**src/rtl/mmio_uart_tx.sv**
```systemverilog
// Memory-mapped UART transmitter on the CPU store port: byte stores to TX_ADDR
// are queued in a FIFO and sent 8N1, LSB first, on tx.
module mmio_uart_tx #(
    parameter logic [31:0] TX_ADDR      = 32'hFFFF_0000,
    parameter int          CLKS_PER_BIT = 868,
    parameter int          FIFO_DEPTH   = 16
) (
    input  logic                          clk,
    input  logic                          reset,
    input  logic                          data_write,
    input  logic [7:0]                    data,
    input  logic [31:0]                   data_address,
    output logic                          tx,
    output logic                          busy,
    output logic                          fifo_full,
    output logic [$clog2(FIFO_DEPTH):0]   fifo_count,
    output logic                          overflow
);

    localparam int AW = $clog2(FIFO_DEPTH);
    localparam int CW = AW + 1;
    localparam logic [15:0]   BAUD_LAST = 16'(CLKS_PER_BIT - 1);
    localparam logic [CW-1:0] DEPTH_C   = CW'(FIFO_DEPTH);
    localparam logic [CW-1:0] CNT_ONE   = CW'(1);
    localparam logic [AW-1:0] PTR_ONE   = AW'(1);

    typedef enum logic [1:0] {IDLE, START, DATA, STOP} state_t;

    state_t        state;
    state_t        state_next;
    logic [7:0]    mem [FIFO_DEPTH];
    logic [AW-1:0] wr_ptr;
    logic [AW-1:0] rd_ptr;
    logic [CW-1:0] count;
    logic [CW-1:0] count_next;
    logic [15:0]   baud;
    logic [15:0]   baud_next;
    logic [2:0]    bit_idx;
    logic [2:0]    bit_next;
    logic [7:0]    shift;
    logic          tx_next;
    logic          pop;
    logic          push_req;
    logic          push;
    logic          baud_done;

    // A full FIFO still accepts a store when the head leaves in the same cycle.
    assign push_req  = data_write && (data_address == TX_ADDR);
    assign push      = push_req && ((count != DEPTH_C) || pop);
    assign baud_done = (baud == BAUD_LAST);

    always_comb begin
        state_next = state;
        baud_next  = baud + 16'd1;
        bit_next   = bit_idx;
        pop        = 1'b0;
        tx_next    = 1'b1;
        case (state)
            IDLE: begin
                baud_next = 16'd0;
                if (count != '0) begin
                    pop        = 1'b1;
                    state_next = START;
                end
            end
            START: begin
                tx_next = 1'b0;
                if (baud_done) begin
                    baud_next  = 16'd0;
                    bit_next   = 3'd0;
                    state_next = DATA;
                end
            end
            DATA: begin
                tx_next = shift[0];
                if (baud_done) begin
                    baud_next = 16'd0;
                    bit_next  = bit_idx + 3'd1;
                    if (bit_idx == 3'd7) begin
                        state_next = STOP;
                    end
                end
            end
            STOP: begin
                if (baud_done) begin
                    baud_next = 16'd0;
                    if (count != '0) begin
                        pop        = 1'b1;
                        state_next = START;
                    end else begin
                        state_next = IDLE;
                    end
                end
            end
            default: state_next = IDLE;
        endcase
    end

    always_comb begin
        count_next = count;
        case ({push, pop})
            2'b10:   count_next = count + CNT_ONE;
            2'b01:   count_next = count - CNT_ONE;
            default: count_next = count;
        endcase
    end

    always_ff @(posedge clk or posedge reset) begin
        if (reset) begin
            state     <= IDLE;
            baud      <= 16'd0;
            bit_idx   <= 3'd0;
            tx        <= 1'b1;
            wr_ptr    <= '0;
            rd_ptr    <= '0;
            count     <= '0;
            fifo_full <= 1'b0;
            overflow  <= 1'b0;
        end else begin
            state     <= state_next;
            baud      <= baud_next;
            bit_idx   <= bit_next;
            tx        <= tx_next;
            count     <= count_next;
            fifo_full <= (count_next == DEPTH_C);
            if (push) begin
                wr_ptr <= wr_ptr + PTR_ONE;
            end
            if (pop) begin
                rd_ptr <= rd_ptr + PTR_ONE;
            end
            if (push_req && !push) begin
                overflow <= 1'b1;
            end
        end
    end

    // Data path: FIFO storage and shift register carry no reset.
    always_ff @(posedge clk) begin
        if (push) begin
            mem[wr_ptr] <= data;
        end
        if (pop) begin
            shift <= mem[rd_ptr];
        end else if (state == DATA && baud_done) begin
            shift <= {1'b0, shift[7:1]};
        end
    end

    assign fifo_count = count;
    assign busy       = (state != IDLE) || (count != '0);

endmodule

```
**config.mk**
```make
export PLATFORM = sky130hd
export DESIGN_NAME = mmio_uart_tx
export DESIGN_NICKNAME = d
export VERILOG_FILES = /design/src/rtl/mmio_uart_tx.sv
export SDC_FILE = /design/constraint.sdc
export NUM_CORES = 1
export LEC_CHECK = 0
export ABC_AREA = 1
export BUFFER_PORTS_ARGS = -buffer_cell sky130_fd_sc_hd__buf_2
export CORE_MARGIN = 3
export CORE_UTILIZATION = 65
export DETAILED_ROUTE_END_ITERATION = 10
export PLACE_DENSITY_LB_ADDON = 0.3
export SETUP_SLACK_MARGIN = 0.2
export SYNTH_ARGS = -nofsm -noshare
export SYNTH_HDL_FRONTEND = slang
export SYNTH_SLANG_ARGS = --single-unit
```
**constraint.sdc**
```tcl
create_clock -name clk -period 3.7 [get_ports clk]
set_clock_uncertainty 0.1 [all_clocks]
set_input_delay 0.555 -clock clk [delete_from_list [all_inputs] [get_ports clk]]
set_output_delay 0.555 -clock clk [all_outputs]
set_load 0.03 [all_outputs]
```
==> results.md, run 1 <==
* Warnings, synthesis at 0
* Post-synthesis sequential area ratio at 65.10%
* Syn-to-layout area delta at 13.00%
* Core area at 0.01152 sq mm
* RSZ-0062 raised after global routing: false
* Grt ovf at 0
* Drt pass-1 iters at 6
* Final min period at 2.958 ns
* Post-synthesis cell type count at 45
* Fin nets at 805
* Worst-path fanout max at 6
* Leak Pwr at 0.003364 uW
* Total negative setup slack at 0 ns
* Placer congestion estimate at 0.9186
* Worst min path class: input port to async pin
* Pre-CTS setup slack at 0.7140 ns
* Dominant cell by count in the synthesized netlist: edfxtp_1
* Final period util at 79.94%
* Total CTS buffers at 17
* Die X-Extent at 114.8 um
* Slew Limit Fails at 0
* Clock Tree Buf Depth at 2
* Initial antenna violation count at 0
* Area contributors post-synth: edfxtp_1 53%, dfrtp_1 12%, nor2_1 6.4%
* CP required at 3.96 ns
* Hold_buf cts at 0
* Die area at 0.01318 sq mm
* Ant diodes at 0
* Worst vdd ir at 0.0003555 V
* CTS tree: yes
* Setup-failing EPs final at 0
* FFs w/ async S/R, synth at 21.39%
* Detail Placement HPWL at 11220 um
* Post-synthesis cell count at 688
* Mapped Area at 0.007697 sq mm
* Vias in the first global route at 5535
* Power per standard cell area at 444.7 mW/mm^2
* Clock-pin slew of the registers on the worst-case setup and hold paths at 0.07 ns
* Ys flop type: edfxtp_1
* Vias per std cell at 6.154
* Endpoints failing hold at 0
* Synth cell count leaders: 136 x edfxtp_1, 131 x nor2_1, 76 x o21ai_0, 61 x nand2_1, 36 x dfrtp_1
* IO Pins at 52
* Clk sink count at 173
* Drc violations at 0
* Final ANT Viol Nets at 0
* Rows at 39
* Clk Latency, worst-skew pair at 0.44 ns
* CP arrival at 3.22 ns
* Share of cells above drive strength 1 at 18.07%
* Die H at 114.8 um
* Post-cts sizing count at 0
* Root buf cell: clkbuf_16
* Worst setup margin at 0.7422 ns
* EDFF count, synth at 136
* Final WL at 17530 um
* Worst-Margin Slew at 0.9940 ns
* Fmax at 338.1 MHz
* Post-CTS setup buffers at 0
* Largest net degree at the start of global routing at 67
* Wire length of the first global-routing pass at 28080 um
* Number of synthesized register bits at 173
* DRT iter0 DRCs at 674
* Power Total at 3868 uW
* DR WL/cell at 19.45 um
* Total GRT Usage at 28.42%
* Initial Utilization at 66.84%
* Cell taking the most area after synthesis: edfxtp_1
* I/O Buffers at 51
* Syn nets at 747
* Startpoint types: flip-flop
* CP Capture Type: flip-flop
* H-tree depth at 4
* Synthesized area per cell at 11.19 sq um
* Max Cap Viol at 0
* Area share of the largest cell type after synthesis at 53.06%
* Crit path kind: flip-flop to flip-flop
* Vias at 5545
* Fin util at 75.53%
* Status: finished clean
* Max_slew headroom at 33.66%
[cells by family after synthesis]
| kind of cell | synth area share [%] |
|---|---|
| AO/OA/AOI/OAI | 11.44 |
| XOR/XNOR | 1.138 |
| adder cells (fa/ha/maj) | 2.698 |
| buffers and inverters | 3.999 |
| flip-flops | 65.10 |
| AND/OR/NAND/NOR | 15.62 |
[final cells by class]
class                           count  area, sq um
Sequential cell                   173         5011
Fill cell                         688         2818
Multi-Input combinational cell    440         2379
Clock buffer                       18        429.2
Timing Repair Buffer               66        380.4
Inverter                           48        187.7
Tap cell                          143        178.9
Clock inverter                     13        132.6
[layer usage]
metal	vias to the layer above	GRT usage [%]	share of wire, %
met5	-	0	0
met4	0	9.390	1.9
met3	40	8.158	11
met2	319	46.26	50
met1	2629	37.38	37
li1	2557	-	-
[worst max-delay path, stage by stage (launching register included)]
cell	delay, ns
dfrtp_1	0.37
ha_1	0.24
nand2_1	0.10
nor2_2	0.10
nand2_2	0.08
nor2_4	0.19
nand2_2	0.07
nand2_2	0.09
nand3_1	0.16
inv_1	0.21
ha_1	0.31
a21oi_1	0.22
nand2_1	0.07
nand2_1	0.06
nand2_1	0.08
inv_1	0.06
nand4_1	0.11
nand3_2	0.12
nand3_1	0.08
nor2_2	0.08
[where the power goes]
group | total [uW] | leakage, uW | internal [uW] | switching, uW
clock | 1710 | 0.000272 | 940 | 771
combinational | 61.0 | 0.00140 | 19.3 | 41.7
sequential | 2100 | 0.00169 | 2100 | 0.00000214
[sequential cells by signal, indices dropped and copies added, names as in the netlist]
name,count
overflow,1
mem,128
rd_ptr,4
shift,8
baud,16
bit_idx,3
tx,1
state,2
fifo_count,5
fifo_full,1
wr_ptr,4
[through the flow]
stage | hold slack (ns) | instance area [sq um] | instances
global route | 0.3110 | 8698 | 901
finish | 0.2532 | 8698 | 901
CTS | 0.2736 | 8698 | 901
detailed placement | 0.3623 | 8137 | 870
floorplan | 0.3292 | 7697 | 688
global placement | 0.3441 | 8137 | 870
[placed cells by master (no fill, tap or decap), types with 9 or more instances in the layout]
cell type and instances:
o22ai_1 14, o221ai_1 17, inv_2 9, a21oi_1 9, buf_4 14, buf_2 51, edfxtp_1 136, ha_1 15
nand3_1 26, dfrtp_1 36, nand2_2 12, o21ai_0 76, nand2_1 61, inv_1 34, nor3_1 9, xor2_1 9
clkbuf_16 17, o211ai_1 12, nor2_1 131
[final timing paths]
path                          start            end  slack, ns  cells after the start
setup reg to reg            baud[0]      fifo_full       0.74                     19
max in group asynchronous     reset       baud[10]       2.49                      3
hold reg to reg            overflow       overflow       0.37                      1
min in group clk           overflow       overflow       0.37                      1
hold / removal                reset  fifo_count[2]       0.25                      2
setup / recovery            baud[0]      fifo_full       0.74                     19
(Power assumes the default switching activity.)
==> inputs of run 2 (changes only) <==
- ABC_AREA: 1 -> 0
- CORE_UTILIZATION: 65 -> 60
- clock period: 3.7 -> 3 ns (I/O delays scaled with it)
==> run 2 against run 1 <==
Against the previous run:
- routed wire length down 6.4%
- cell count down 19%
- register-to-register slack lost 0.74 ns
- die area rose by 4.6%
- synthesized cell count fell by 35%
- count of clock-buffer cells in the layout stayed put
- power up 27%
- largest cell class unchanged
==> results.md, run 2 <==
* Max Cap Viol at 0 (unchanged)
* RSZ-0062 raised after global routing: true
* Worst setup margin at 0.005285 ns (-0.7369 ns)
* DRT iter0 DRCs at 384 (-43%)
* Warnings, synthesis at 0 (unchanged)
* Cell taking the most area after synthesis: edfxtp_1
* Startpoint types: flip-flop
* Total GRT Usage at 24.68% (-3.7 points)
* Clk Latency, worst-skew pair at 0.42 ns (-0.02 ns)
* Share of cells above drive strength 1 at 38.17% (+20 points)
* DR WL/cell at 22.60 um (+16%)
* Commonest cells after routing, fill and taps aside: 136 x edfxtp_1, 51 x buf_2, 40 x mux4_2, 33 x nand2_1, 32 x dfrtp_1
* Syn nets at 504 (-33%)
* Syn-to-layout area delta at 23.64%
* Clock-pin slew of the registers on the worst-case setup and hold paths at 0.07 ns (about the same)
* Fin nets at 605 (-25%)
* Fin util at 76.38% (+0.85 points)
* R2R depth at 11 (-8)
* Detail Placement HPWL at 9949 um (-11%)
* Root buf cell: clkbuf_16
* Placed Instances at 683 (-21%)
* Setup-failing EPs final at 0 (unchanged)
* Area share of the largest cell type after synthesis at 54.81% (+1.8 points)
* Status: finished clean
* Number of synthesized register bits at 173 (unchanged)
* Leak Pwr at 0.003429 uW (+1.9%)
* Ys flop type: edfxtp_1
* Worst min path class: input port to async pin
* RR Startpoint: baud[0]
* Worst-path fanout max at 4 (-2)
* Die H at 117.4 um (+2.3%)
* Clock power frac at 46.1% (+1.9 points)
* FFs w/ async S/R, synth at 21.39% (unchanged)
* CP Capture Type: flip-flop
* CTS tree: yes
* Vias in the first global route at 4658 (-16%)
* Hold_buf cts at 0 (unchanged)
* Wire length of the first global-routing pass at 25720 um (-8.4%)
* Max FFs per register at 128 (unchanged)
* Initial Utilization at 61.77% (-5.1 points)
* IO Pins at 52 (unchanged)
* Placed inst area at 0.008386 sq mm (+3.1%)
* Reg2reg setup slack at 0.005 ns (-0.74 ns)
* Largest net degree at the start of global routing at 36 (-46%)
* Mapped Area at 0.007451 sq mm (-3.2%)
* Post-route cell area at 0.009213 sq mm (+5.9%)
* Placer congestion estimate at 0.9404 (+2.4%)
* Critical Path End: fifo_full
* Post-synthesis cell count at 445 (-35%)
* Die X-Extent at 117.4 um (+2.3%)
* CP required at 3.24 ns (-0.72 ns)
* Post-synthesis cell type count at 47 (+4.4%)
* Worst vdd ir at 0.0007684 V (+120%)
* Drc violations at 0 (unchanged)
* Total CTS buffers at 17 (unchanged)
* Fillers at 643 (-6.5%)
* Core area at 0.01206 sq mm (+4.7%)
* Clk sink count at 173 (unchanged)
* Net Sw Power at 981.3 uW (+21%)
* Final Non-Filler Cells at 726 (-19%)
* Final ANT Viol Nets at 0 (unchanged)
* Pre-CTS setup slack at -0.1160 ns (-0.8299 ns)
* Power per standard cell area at 534.1 mW/mm^2 (+20%)
* Crit path kind: flip-flop to flip-flop
* CP arrival at 3.23 ns (about the same)
* Vias per std cell at 6.069 (-1.4%)
* Grt ovf at 0 (unchanged)
* Max_slew headroom at 42.59% (+8.9 points)
* Clock Tree Buf Depth at 2 (unchanged)
* Fmax at 333.9 MHz (-1.2%)
* Worst-Margin Slew at 0.8602 ns (-0.1338 ns)
* Worst Setup SP: baud[0]
* Final period util at 99.82% (+20 points)
* Final WL at 16410 um (-6.4%)
* I/O Buffers at 51 (unchanged)
* Final min period at 2.995 ns (+0.03689 ns)
* R2r endpoint: fifo_full
* Total negative setup slack at 0 ns (unchanged)
* Initial antenna violation count at 1 (+1)
* Commonest non-fill, non-tap cell in the layout: edfxtp_1
* Synthesized area per cell at 16.74 sq um (+50%)
* Dominant cell by count in the synthesized netlist: edfxtp_1
* Vias at 4406 (-21%)
* Rows at 40 (+2.6%)
* Die area at 0.01379 sq mm (+4.6%)
* Biggest registers after layout: mem x128, baud x16, shift x8
* Post-synthesis sequential area ratio at 67.25% (+2.2 points)
* Internal power at 3939 uW (+29%)
* Drt pass-1 iters at 5 (-1)
* Seq pwr share at 52.5% (-1.7 points)
* Synth cell count leaders: 136 x edfxtp_1, 40 x mux4_2, 36 x dfrtp_1, 33 x nand2_1, 26 x nor2_1
* Largest Register: mem
* Sw Share at 19.94% (-1.1 points)
* EDFF count, synth at 136 (unchanged)
* H-tree depth at 4 (unchanged)
* Slew Limit Fails at 0 (unchanged)
* Endpoints failing hold at 0 (unchanged)
* Ant diodes at 0 (unchanged)
* Area contributors post-synth: edfxtp_1 55%, dfrtp_1 12%, mux4_2 12%
* Combinational share of power at 1.3% (-0.3 points)
[run 2: cell types whose count changed in the layout (fill, tap and decap cells not counted), moves of 15 or more]
cell / change
o21ai_0: -73
inv_1: -26
o221ai_1: -17
xnor2_1: +15
and3_4: +16
nand3_1: -17
nand2_1: -28
buf_12: +16
mux4_2: +40
nor2_1: -106
[run 2: logic make-up after synthesis]
kind of cell	share of synthesized area [%]
compound gates	2.351
flops	67.25
fa+ha+maj	2.788
xor+xnor	2.821
buf+inv	1.511
mux	13.52
simple gates	9.756
[run 2: worst min path at each step]
stage | startpoint | endpoint | cells past startpoint
after CTS | reset | state[1] | 2
after global routing | reset | state[1] | 2
after detailed placement | overflow | overflow | 1
final | reset | state[1] | 2
after floorplan | shift[0] | tx | 2
after global placement | overflow | overflow | 1
[run 2: power by group through the flow]
stage                     clock network [uW]  registers [uW]  logic (uW)
after floorplan                            0            2640        11.8
after global placement                     0            2640        61.1
after detailed placement                   0            2640        66.3
after CTS                               2300            2580        67.2
after global routing                    2400            2580        75.7
final                                   2270            2590        66.4
[run 2: layout make-up]
cell class                 count  area, sq um  area share, %
tap                          168        210.2          2.282
clock inverter                13        177.7          1.929
clock buffer                  18        429.2          4.658
timing repair buffer          98        835.8          9.072
sequential                   173         5016          54.45
multi-input combinational    247         2510          27.24
inverter                       9        33.78         0.3667
[run 2: critical path, stage by stage (launching register included)]
cell and delay (ns):
dfrtp_1 0.35, ha_2 0.17, and4bb_2 0.27, a41oi_2 0.15
or3_4 0.39, nor2_4 0.18, ha_1 0.27, a21o_1 0.20
a21oi_2 0.15, xnor2_1 0.11, or3_1 0.38, o211ai_1 0.18
[run 2: through the flow]
step / power, uW / hold WS [ns]
2_1_floorplan: 2649 / 0.3522
3_3_place_gp: 2697 / 0.3636
3_5_place_dp: 2702 / 0.3660
4_1_cts: 4954 / 0.1166
5_1_grt: 5057 / 0.1642
6_report: 4921 / 0.09573
[run 2: what timing repair did]
action / in CTS / in global routing
pin swaps: 4 / 5
hold endpoints to repair: 0 / 0
gates cloned: 1 / 0
resized for setup: 8 / 20
setup endpoints to repair: 131 / 132
buffers inserted: 7 / 4
[run 2: metal layers]
layer / track usage (%) / wire length, um / vias up
li1: - / - / 1946
met2: 38.69 / 8226 / 198
met5: 0 / 7 / -
met3: 6.847 / 1346 / 27
met1: 34.64 / 6548 / 2233
met4: 7.185 / 279 / 2
==> inputs of run 3 (changes only) <==
- ABC_CLOCK_PERIOD_IN_PS: default -> 3650
- CORE_MARGIN: 3 -> 2
- CORE_UTILIZATION: 60 -> 65
- clock period: 3 -> 3.65 ns (I/O delays scaled with it)
==> run 3 against run 2 <==
Against the previous run:
- routed wire length down 3.3%
- core utilization down 0.92 points
- count of clock-buffer cells in the layout down 1
- fmax down 7.6%
- critical path type unchanged
- largest cell class unchanged
==> results.md, run 3 (synthesized netlist as in run 2, its figures left out) <==
* Startpoint types: flip-flop
* Clk Latency, worst-skew pair at 0.43 ns (about the same)
* Worst vdd ir at 0.0004901 V (-36%)
* Grt ovf at 0 (unchanged)
* Clock Tree Buf Depth at 2 (unchanged)
* Worst-path fanout max at 4 (unchanged)
* Pre-CTS setup slack at 0.2653 ns (+0.3813 ns)
* CP arrival at 3.49 ns (+0.26 ns)
* Vias per std cell at 6.460 (+6.4%)
* Rows at 39 (-2.5%)
* Die X-Extent at 111.1 um (-5.4%)
* Max Cap Viol at 0 (unchanged)
* Worst setup margin at 0.4075 ns (+0.4023 ns)
* DR WL/cell at 23.86 um (+5.6%)
* CP required at 3.90 ns (+0.66 ns)
* DRT iter0 DRCs at 258 (-33%)
* IO Pins at 52 (unchanged)
* Power per standard cell area at 474.8 mW/mm^2 (-11%)
* Wire length of the first global-routing pass at 24850 um (-3.4%)
* Multi-input gate area at 0.002350 sq mm (-6.4%)
* Total negative setup slack at 0 ns (unchanged)
* Root buf cell: clkbuf_16
* Post-CTS setup buffers at 0 (-7)
* Core area at 0.01132 sq mm (-6.1%)
* Top delay family on crit path: simple AND/OR/NAND/NOR gates
* H-tree depth at 4 (unchanged)
* Fillers at 623 (-3.1%)
* RSZ-0062 raised after global routing: false
* CP Capture Type: flip-flop
* Biggest registers after layout: mem x128, baud x16, shift x8
* I/O Buffers at 51 (unchanged)
* Fin util at 75.46% (-0.92 points)
* Fmax at 308.4 MHz (-7.6%)
* Final hold slack at 0.1455 ns (+0.04976 ns)
* Share of cells above drive strength 1 at 28.54% (-9.6 points)
* Initial antenna violation count at 0 (-1)
* Commonest non-fill, non-tap cell in the layout: edfxtp_1
* Max_slew headroom at 48.34% (+5.7 points)
* Ant diodes at 0 (unchanged)
* Total GRT Usage at 27.74% (+3.1 points)
* Die H at 111.1 um (-5.4%)
* Placed Instances at 633 (-7.3%)
* Largest net degree at the start of global routing at 36 (unchanged)
* Final ANT Viol Nets at 0 (unchanged)
* Detail Placement HPWL at 9887 um (-0.63%)
* Syn-to-layout area delta at 14.66%
* Final WL at 15870 um (-3.3%)
* Clock-pin slew of the registers on the worst-case setup and hold paths at 0.07 ns (about the same)
* Endpoints failing hold at 0 (unchanged)
* Register area at 0.005012 sq mm (about the same)
* Vias at 4296 (-2.5%)
* Worst min path class: input port to async pin
* Worst-Margin Slew at 0.7741 ns (-0.08610 ns)
* Die area at 0.01234 sq mm (-11%)
* Status: finished clean
* Critical-path top delay cell: dfrtp_1
* Final period util at 88.83% (-11 points)
* Total CTS buffers at 17 (unchanged)
* Leak Pwr at 0.003228 uW (-5.9%)
* Slew Limit Fails at 0 (unchanged)
* Sequence of cells on the critical path: ha_1, and4bb_2, a41oi_1, or3_4, nor2_4, ha_1, a21o_1, a21o_1, xnor2_1, or3_1, o211ai_1
* Setup-failing EPs final at 0 (unchanged)
* Crit path kind: flip-flop to flip-flop
* Drt pass-1 iters at 5 (unchanged)
* Max incr delay on CP at 0.41 ns (+0.02 ns)
* Clk sink count at 173 (unchanged)
* Commonest cells after routing, fill and taps aside: 136 x edfxtp_1, 51 x buf_2, 40 x mux4_2, 35 x dfrtp_1, 33 x nand2_1
* Fin nets at 568 (-6.1%)
* Final Non-Filler Cells at 665 (-8.4%)
* Initial Utilization at 65.82% (+4.0 points)
* CTS tree: yes
* Final min period at 3.242 ns (+0.2477 ns)
* Post-cts sizing count at 0 (-8)
* Vias in the first global route at 4425 (-5.0%)
* Drc violations at 0 (unchanged)
* Largest Register: mem
* Worst Path Buf+Inv at 0 (unchanged)
* Placer congestion estimate at 0.8440 (-10%)
* Max FFs per register at 128 (unchanged)
* Hold_buf cts at 0 (unchanged)
-- run 3: cell count changes in the layout (fill, tap and decap cells not counted), sizes merged --
cell,previous run,this run
buf,98,61
clkinv,2,5
bufinv,3,2
clkbuf,18,17
clkinvlp,0,1
inv,17,16
-- run 3: path summary, 6_finish.rpt --
path | startpoint | endpoint | slack, ns | cells after the start
worst min-delay path | reset | wr_ptr[3] | 0.15 | 2
worst max register to register | baud[0] | fifo_full | 0.41 | 11
worst max-delay path | baud[0] | fifo_full | 0.41 | 11
worst min register to register | overflow | overflow | 0.40 | 1
min in group clk | overflow | overflow | 0.40 | 1
max in group asynchronous | reset | tx | 2.52 | 3
-- run 3: final cells by class --
class / count / share of cell area (%)
Clock buffer: 17 / 4.979
Multi-Input combinational cell: 247 / 27.50
Clock inverter: 15 / 2.343
Timing Repair Buffer: 61 / 4.013
Tap cell: 143 / 2.094
Inverter: 9 / 0.3954
Sequential cell: 173 / 58.67
-- run 3: layer usage --
| metal | track usage (%) | part of all wire (%) | wire length (um) |
|---|---|---|---|
| met5 | 0 | 0 | 0 |
| met2 | 45.52 | 51 | 8142 |
| met1 | 37.39 | 39 | 6253 |
| met4 | 8.724 | 2.1 | 327 |
| met3 | 7.053 | 7.2 | 1145 |
-- run 3: report_power, final --
part           switching [uW]  internal (uW)  leakage, uW  total (uW)
logic                    35.0           18.3      0.00124        53.3
registers          0.00000102           2120      0.00169        2120
clock network             830           1050     0.000303        1880
total                     865           3190      0.00323        4060
-- run 3: stage by stage --
step / cell area (sq um) / power, uW
6_report: 8543 / 4056
3_3_place_gp: 7901 / 2216
2_1_floorplan: 7457 / 2177
3_5_place_dp: 7901 / 2220
5_1_grt: 8543 / 4147
4_1_cts: 8527 / 4071
